--- src/rtl/data_mem_pkg.sv ---
// Shared types and defaults for the data memory block.
// Latency: n/a (types, constants and a width helper only).
// Backpressure: n/a.
package data_mem_pkg;

  // Default geometry: 32 words of 8 bits on a 5-bit address bus
  localparam int DEF_DATA_W = 8;
  localparam int DEF_ADDR_W = 5;
  localparam int DEF_DEPTH  = 32;

  // Two-state controller: sweeping zeros into the array, or serving requests
  typedef enum logic {
    ST_CLEAR = 1'b0,
    ST_IDLE  = 1'b1
  } state_e;

  // Width of a word index for a given depth, never below one bit
  function automatic int idx_width(input int depth);
    return (depth > 1) ? $clog2(depth) : 1;
  endfunction

endpackage

--- src/rtl/data_mem_array.sv ---
// DEPTH x DATA_W storage with one synchronous write port and one synchronous read port.
// Latency: write lands at the clock edge; read data appears one edge after rd_en.
// Backpressure: none; the controller above decides when either port fires.
module data_mem_array #(
  parameter int DATA_W = 8,
  parameter int DEPTH  = 32,
  parameter int IDX_W  = 5
) (
  input  logic              clk,
  input  logic              wr_en,
  input  logic [IDX_W-1:0]  wr_idx,
  input  logic [DATA_W-1:0] wr_dat,
  input  logic              rd_en,
  input  logic [IDX_W-1:0]  rd_idx,
  output logic [DATA_W-1:0] rd_dat
);

  // Index bound, one bit wider than the index so DEPTH itself is representable
  localparam logic [IDX_W:0] DEPTH_CMP = (IDX_W + 1)'(DEPTH);

  logic [DATA_W-1:0] mem_q [DEPTH];
  logic [DATA_W-1:0] rd_dat_q;
  logic [DATA_W-1:0] rd_dat_d;
  logic              wr_ok;
  logic              rd_ok;

  // Guard both ports so a non-power-of-two depth never touches a missing row
  always_comb begin
    wr_ok = wr_en && ({1'b0, wr_idx} < DEPTH_CMP);
    rd_ok = rd_en && ({1'b0, rd_idx} < DEPTH_CMP);
  end

  // Write port: storage carries no reset, the clear sweep initialises it
  always_ff @(posedge clk) begin
    if (wr_ok) begin
      mem_q[wr_idx] <= wr_dat;
    end
  end

  // Read port next value: capture the addressed word, otherwise hold
  always_comb begin
    rd_dat_d = rd_dat_q;
    if (rd_ok) begin
      rd_dat_d = mem_q[rd_idx];
    end
  end

  // Read port register, left unreset so it maps onto plain RAM output latches
  always_ff @(posedge clk) begin
    rd_dat_q <= rd_dat_d;
  end

  assign rd_dat = rd_dat_q;

endmodule

--- src/rtl/data_mem.sv ---
// Single-port data memory with req/ready handshake, range checking and a hardware clear sweep.
// Latency: reads return rvalid/rdata one cycle after acceptance; writes commit at the accepting edge.
// Backpressure: ready is low for DEPTH cycles per clear sweep; requesters hold req until ready.
module data_mem
  import data_mem_pkg::*;
#(
  parameter int DATA_W = DEF_DATA_W,
  parameter int ADDR_W = DEF_ADDR_W,
  parameter int DEPTH  = DEF_DEPTH
) (
  input  logic              clk,
  input  logic              rst_n,
  input  logic              clr,
  input  logic              req,
  input  logic              we,
  input  logic [ADDR_W-1:0] addr,
  input  logic [DATA_W-1:0] wdata,
  output logic              ready,
  output logic              rvalid,
  output logic [DATA_W-1:0] rdata,
  output logic              err
);

  localparam int IDX_W = idx_width(DEPTH);

  // Range bound at ADDR_W+1 bits so DEPTH == 2**ADDR_W still compares correctly
  localparam logic [ADDR_W:0]  DEPTH_CMP = (ADDR_W + 1)'(DEPTH);
  localparam logic [IDX_W-1:0] LAST_IDX  = IDX_W'(DEPTH - 1);
  localparam logic [IDX_W-1:0] IDX_ONE   = IDX_W'(1);

  // Controller state and sweep index
  state_e           state_q;
  state_e           state_d;
  logic [IDX_W-1:0] idx_q;
  logic [IDX_W-1:0] idx_d;

  // Response registers; rzero_q forces rdata to zero after reset or an out-of-range read
  logic             rvalid_q;
  logic             rvalid_d;
  logic             err_q;
  logic             err_d;
  logic             rzero_q;
  logic             rzero_d;

  // Request decode
  logic             acc;
  logic             acc_rd;
  logic             acc_wr;
  logic             in_range;
  logic [IDX_W-1:0] addr_idx;

  // Array port controls
  logic             arr_wr_en;
  logic [IDX_W-1:0] arr_wr_idx;
  logic [DATA_W-1:0] arr_wr_dat;
  logic             arr_rd_en;
  logic [DATA_W-1:0] arr_rd_dat;

  // Decode the incoming request; acceptance depends only on registered state
  always_comb begin
    in_range = ({1'b0, addr} < DEPTH_CMP);
    addr_idx = addr[IDX_W-1:0];
    acc      = req && (state_q == ST_IDLE);
    acc_rd   = acc && !we;
    acc_wr   = acc && we;
  end

  // State register: async reset drops straight back into a fresh sweep
  always_ff @(posedge clk or negedge rst_n) begin
    if (!rst_n) begin
      state_q <= ST_CLEAR;
      idx_q   <= '0;
    end else begin
      state_q <= state_d;
      idx_q   <= idx_d;
    end
  end

  // Next state: sweep 0..DEPTH-1 then idle; clr always restarts the sweep at zero
  always_comb begin
    state_d = state_q;
    idx_d   = idx_q;
    case (state_q)
      ST_CLEAR: begin
        if (clr) begin
          idx_d = '0;
        end else if (idx_q == LAST_IDX) begin
          state_d = ST_IDLE;
          idx_d   = '0;
        end else begin
          idx_d = idx_q + IDX_ONE;
        end
      end
      ST_IDLE: begin
        if (clr) begin
          state_d = ST_CLEAR;
          idx_d   = '0;
        end
      end
      default: begin
        state_d = ST_CLEAR;
        idx_d   = '0;
      end
    endcase
  end

  // State outputs: ready and the array port mux (sweep zeros vs. request data)
  always_comb begin
    ready      = 1'b0;
    arr_wr_en  = 1'b0;
    arr_wr_idx = addr_idx;
    arr_wr_dat = wdata;
    arr_rd_en  = 1'b0;
    case (state_q)
      ST_CLEAR: begin
        arr_wr_en  = 1'b1;
        arr_wr_idx = idx_q;
        arr_wr_dat = '0;
      end
      ST_IDLE: begin
        ready     = 1'b1;
        arr_wr_en = acc_wr && in_range;
        arr_rd_en = acc_rd && in_range;
      end
      default: begin
        ready = 1'b0;
      end
    endcase
  end

  // Response next values: one-cycle pulses, and rdata qualifier held between reads
  always_comb begin
    rvalid_d = acc_rd;
    err_d    = acc && !in_range;
    rzero_d  = rzero_q;
    if (acc_rd) begin
      rzero_d = !in_range;
    end
  end

  // Response registers: reset kills any pending pulse and zeroes rdata
  always_ff @(posedge clk or negedge rst_n) begin
    if (!rst_n) begin
      rvalid_q <= 1'b0;
      err_q    <= 1'b0;
      rzero_q  <= 1'b1;
    end else begin
      rvalid_q <= rvalid_d;
      err_q    <= err_d;
      rzero_q  <= rzero_d;
    end
  end

  data_mem_array #(
    .DATA_W (DATA_W),
    .DEPTH  (DEPTH),
    .IDX_W  (IDX_W)
  ) u_array (
    .clk    (clk),
    .wr_en  (arr_wr_en),
    .wr_idx (arr_wr_idx),
    .wr_dat (arr_wr_dat),
    .rd_en  (arr_rd_en),
    .rd_idx (addr_idx),
    .rd_dat (arr_rd_dat)
  );

  // rdata comes from the array read register, masked by a registered zero flag
  assign rdata  = rzero_q ? '0 : arr_rd_dat;
  assign rvalid = rvalid_q;
  assign err    = err_q;

endmodule

--- config.mk ---
export PLATFORM = sky130hd
export DESIGN_NAME = data_mem
export DESIGN_NICKNAME = d
export VERILOG_FILES = /design/src/rtl/data_mem_pkg.sv /design/src/rtl/data_mem_array.sv /design/src/rtl/data_mem.sv
export SDC_FILE = /design/constraint.sdc
export NUM_CORES = 1
export LEC_CHECK = 0
export BUFFER_PORTS_ARGS = -buffer_cell sky130_fd_sc_hd__buf_2
export CORE_MARGIN = 10
export CORE_UTILIZATION = 66
export DETAILED_ROUTE_END_ITERATION = 8
export GPL_TIMING_DRIVEN = 0
export MAX_ROUTING_LAYER = met4
export PLACE_DENSITY = 0.84
export RECOVER_POWER = 50
export SYNTH_ARGS = -nofsm -noshare
export SYNTH_HDL_FRONTEND = slang
export SYNTH_SLANG_ARGS = --single-unit
--- constraint.sdc ---
create_clock -name clk -period 5.28 [get_ports clk]
set_input_delay 0.528 -clock clk [delete_from_list [all_inputs] [get_ports clk]]
set_output_delay 0.528 -clock clk [all_outputs]
set_load 0.03 [all_outputs]
==> Word-level counts from Yosys, hierarchy flattened <==
Memories as Yosys holds them, arrays and structs flattened. A register that Yosys moved wholly into a read port is not among the register bits.
Cells that the tools add are included.
W data, S select, Z words.
{ "op_classes": {"add_sub_neg": 1, "muxes": 16, "bitwise": 1, "eq_ne": 2, "reduce_logical": 4} }
{ "ops": {"columns": ["cell", "n"], "rows": [
  ["$mux W5", 4],
  ["$mux W8", 2],
  ["$pmux W5 S2", 1],
  ["$mux W1", 7],
  ["$add A5 B1 Y5 const B", 1],
  ["$eq A5 B5 Y1 const B", 1],
  ["$pmux W1 S2", 2],
  ["$logic_and A1 B1 Y1", 3],
  ["$ne A2 B2 Y1 const B", 1],
  ["$logic_not A1 Y1", 1],
  ["$not A1 Y1", 1]
]} }
{ "totals": {"ff_bits": 8, "n_memories": 1, "inputBits": 18, "ram_bits": 256} }
{ "mem_list": {"columns": ["memory", "depth", "width", "rd", "rd_clocked_by_memory_dff", "write_ports", "line", "text"], "rows": [
  ["u_array.mem_q", 32, 8, 1, 1, 1, "data_mem_array.sv:21", "logic [DATA_W-1:0] mem_q [DEPTH];"]
]} }

==> Depth between registers and ports, before layout <==
{ "logic_depth": {"word_depth": 5, "ltp_mapped": 6, "mapped_depth_nobuf": 6} }

==> Cells and area by module <==
Synthesis repeated with hierarchy kept, for this count alone.
{ "unflattened": {"hier_cells": 477, "hier_area_um2": 10677.7} }
{ "modules_own_cells": {"columns": ["mod", "instances", "seq_area_each_um2", "cells_each", "area_each_um2"], "rows": [
  ["data_mem_array", 1, 7927.6, 417, 10133.5],
  ["data_mem", 1, 201.4, 60, 544.3]
]} }

==> Least setup slack after synthesis <==
OpenSTA, ideal clock, no wires.
{ "synth_timing": {"path_type": "in2reg", "startpoint": "input addr[2]", "endpoint": "register u_array.rd_dat_q[0], in the netlist u_array.rd_dat[0] (read register of u_array.mem_q), data pin", "t_required_ns": 5.020, "stages": 5, "path_slack_ns": 2.793, "arrival_ns": 2.227, "n_path_buf": 2, "cell_sequence": "clkbuf_1 clkbuf_1 mux4_2 mux4_2 mux2_2"} }
{ "synth_rtl": {"columns": ["element", "line", "text"], "rows": [
  ["start: declaration", "data_mem.sv:16", "input logic [ADDR_W-1:0] addr,"],
  ["end: declaration", "data_mem_array.sv:22", "logic [DATA_W-1:0] rd_dat_q;"]
]} }

==> Worst setup path after layout <==
{ "layout_timing": {"startpoint": "register state_q", "endpoint": "memory u_array.mem_q[30][2], data pin"} }
{ "layout_between": {"elab_chain_len": 1} }
{ "layout_rtl": {"columns": ["element", "line", "text"], "rows": [
  ["start: declaration", "data_mem.sv:32", "state_e state_q;"],
  ["start signal: assignment", "data_mem.sv:74", "state_q <= state_d;"],
  ["$mux W8", "data_mem.sv:114", "case (state_q)"],
  ["net arr_wr_dat[2]", "data_mem.sv:55", "logic [DATA_W-1:0] arr_wr_dat;"],
  ["end: declaration", "data_mem_array.sv:21", null]
]} }
The timed path passes the listed nets, and every way through them passes these cells.

==> results.sh <==
export IMPL_pre_cts_ws_ns=2.004
export IMPL_dieArea_mm2=0.02173
export IMPL_critical_path_slowest_cell="and2_0"
export IMPL_grt_pass1_wl_mm=37.02
export IMPL_layout_nets=556
export IMPL_seq_area_frac_synth=0.7586
export IMPL_fmax_ghz=0.3141
export IMPL_synth_nets=504
export IMPL_antenna_cells=0
export IMPL_r2r_start="state_q"
export IMPL_initial_core_util=0.6745
export IMPL_post_cts_resized=0
export IMPL_dp_hpwl_mm=14.06
export IMPL_ys_ff_latch=272
export IMPL_insertion_delay_ns=0.53
export IMPL_critPathArrivalTime_ns=3.25
export IMPL_crit_required_ns=5.34
export IMPL_avgSynthCellArea_um2=22.14
export IMPL_hold_path_startpoint="clr"
export IMPL_setup_ws_ns=2.097
export IMPL_final_antenna_net_count=0
export IMPL_finalHoldViolations=0
export IMPL_root_buffer="clkbuf_16"
export IMPL_yosys_warnings=0
export IMPL_syn_to_final_growth_pct=11.84
export IMPL_cap_viol_max_count=5
export IMPL_cpMostUsedCell="clkbuf_1"
export IMPL_async_flop_share=0.02941
export IMPL_finalWirelength_mm=24.39
export IMPL_violations="max-capacitance violations, max-slew violations"
export IMPL_setup_tns_final_ns=0
export IMPL_path_clk_slew_ns=0.07
export IMPL_path_cells="clkbuf_1, clkbuf_1, and2_0"
export IMPL_cts_max_level=1
export IMPL_vias_per_cell=7.148
export IMPL_pwr_density_cell_mw_per_mm2=377.9
export IMPL_fin_crit_ns=3.183
export IMPL_numPortBuffers=23
export IMPL_start_kind="register"
export IMPL_ir_worst_vdd_mv=0.3051
export IMPL_groute_usage_overall=0.2348
export IMPL_drive_gt1_frac=0.2622
export IMPL_drt_first_pass_iters=6
export IMPL_cts_num_sinks=272
export IMPL_synth_edf_count=264
export IMPL_final_cell_mix="edfxtp_1 (264), mux4_2 (80), nor2_1 (41)"
export IMPL_grt_max_degree=33
export IMPL_worstReg2RegEnd="u_array.mem_q[30][2]"
export IMPL_antenna_found_initial=0
export IMPL_row_count=46
export IMPL_path_class="reg -> reg"
export IMPL_r2r_cells=3
export IMPL_detail_route_wl_per_cell_um=31.71
export IMPL_rsz0062_at_grt="false"
export IMPL_synth_area_mm2=0.01072
export IMPL_grt_overflow_total=0
export IMPL_crit_fanout=32
export IMPL_reg2reg_slack_ns=2.10
export IMPL_synth_cell_types=29
export IMPL_worstMarginPinSlew_ns=1.814
export IMPL_fin_crit_sh=0.6029
export IMPL_critPathMaxStageDelay_ns=1.41
export IMPL_setup_viol=0
export IMPL_dieWidth_um=147.4
export IMPL_min_path_cells=2
export IMPL_numCtsBuffers=26
export IMPL_outcome="complete, but fails checks"
export IMPL_die_height_um=147.4
export IMPL_fin_skew_ns=0.01182
export IMPL_drt_iter0_markers=921
export IMPL_synthCells=484
export IMPL_io_pins=29
export IMPL_grt_pass1_vias=5553
export IMPL_via_count=5497
export IMPL_holdPathEnd="idx_q[3]"
export IMPL_min_path_type="in -> reg"
export IMPL_core_mm2=0.01589
export IMPL_end_kind="register"
export IMPL_drv_slew=165
export IMPL_clockBufferDepth=3
export IMPL_synthFlopType="edfxtp_1"
export IMPL_nFillCells=828
export IMPL_gp_congestion=0.9186
export IMPL_leakagePower_uw=0.004040
export IMPL_final_common_cell="edfxtp_1"
export IMPL_post_route_drc_count=0
export IMPL_relSlewSlack=-0.2101
export IMPL_cts_tree="built"
-- stage by stage --
stage	hold slack (ns)	area, µm²	power (µW)	cells	utilization
floorplan	0.2324	10720	2546	484	-
global placement	0.3725	11100	2599	723	0.6988
detailed placement	0.3768	11100	2607	723	0.6988
CTS	0.2242	12000	4537	769	0.7552
global route	0.2487	11980	4633	769	0.7544
finish	0.2462	11980	4529	769	0.7544
-- cell usage after synthesis, types with 2 or more instances --
cell type	number	area share
edfxtp_1	264	0.74
mux4_2	80	0.17
nor2_1	41	0.014
clkbuf_1	13	0.0046
nor2b_1	10	0.0058
o21ai_0	10	0.0047
mux2_2	9	0.0095
and2_1	8	0.0047
dfrtp_1	7	0.016
buf_6	6	0.0063
mux2i_1	4	0.0037
a21oi_1	3	0.0014
and3b_1	3	0.0025
buf_2	3	0.0014
nor3_1	3	0.0014
nor3b_1	3	0.0021
and3_1	2	0.0012
ha_1	2	0.0023
o21ai_1	2	0.00093
o21bai_1	2	0.0014
-- worst max path at each step --
| stage | end | slack (ns) | depth (start not counted) | start |
|---|---|---|---|---|
| 2_1_floorplan | u_array.rd_dat[0] | 2.79 | 5 | addr[2] |
| 3_3_place_gp | u_array.mem_q[5][3] | 2.14 | 5 | addr[2] |
| 3_5_place_dp | u_array.mem_q[15][1] | 2.00 | 5 | addr[2] |
| 4_1_cts | u_array.mem_q[1][4] | 2.53 | 4 | state_q |
| 5_1_grt | u_array.mem_q[26][2] | 1.96 | 3 | state_q |
| 6_report | u_array.mem_q[30][2] | 2.10 | 3 | state_q |
-- registers in the layout, summed over array words and instances, names as in the netlist --
| signal | cells |
|---|---|
| idx_q | 5 |
| u_array.mem_q | 256 |
| rvalid | 1 |
| u_array.rd_dat | 8 |
| state_q | 1 |
| rzero_q | 1 |
-- layer usage --
metal	share of wire	track usage	wire length (µm)
met5	0	-	0
met1	0.37	0.3286	9007
met4	0.030	0.06343	737
met3	0.12	0.04487	2930
met2	0.48	0.3541	11710
-- cell type report --
class	count	area, µm²	share of cell area
sequential	272	8129	0.6783
multi-input combinational	189	2447	0.2042
clock buffer	33	698.2	0.05826
tap	216	270.3	0.02255
clock inverter	12	187.7	0.01566
buffer	23	138.9	0.01159
timing repair buffer	24	112.6	0.009397
-- worst max-delay path, delay by kind of cell (launching register included) --
| kind | cells | cell delay, ns |
|---|---|---|
| and+or+nand+nor | 1 | 1.41 |
| buffers and inverters | 2 | 0.80 |
| DFF | 1 | 0.50 |
-- repair_timing --
action                                 4_1_cts  5_1_grt
endpoints found under the hold margin        7        0
buffers inserted                             0        0
hold buffers                                 1        0
-- power breakdown --
part           switching (µW)  internal (µW)  leakage, µW
clock                     783           1180     0.000426
sequential               9.91           2360      0.00270
combinational             109           90.0     0.000914
-- logic make-up after synthesis --
| group | synth area share |
|---|---|
| other | 0.0003500 |
| AO/OA/AOI/OAI | 0.008991 |
| buffers and inverters | 0.01296 |
| AND/OR/NAND/NOR | 0.03538 |
| multiplexers | 0.1813 |
| adder cells (fa/ha/maj) | 0.002335 |
| flip-flops | 0.7586 |
(Power assumes the default switching activity.)
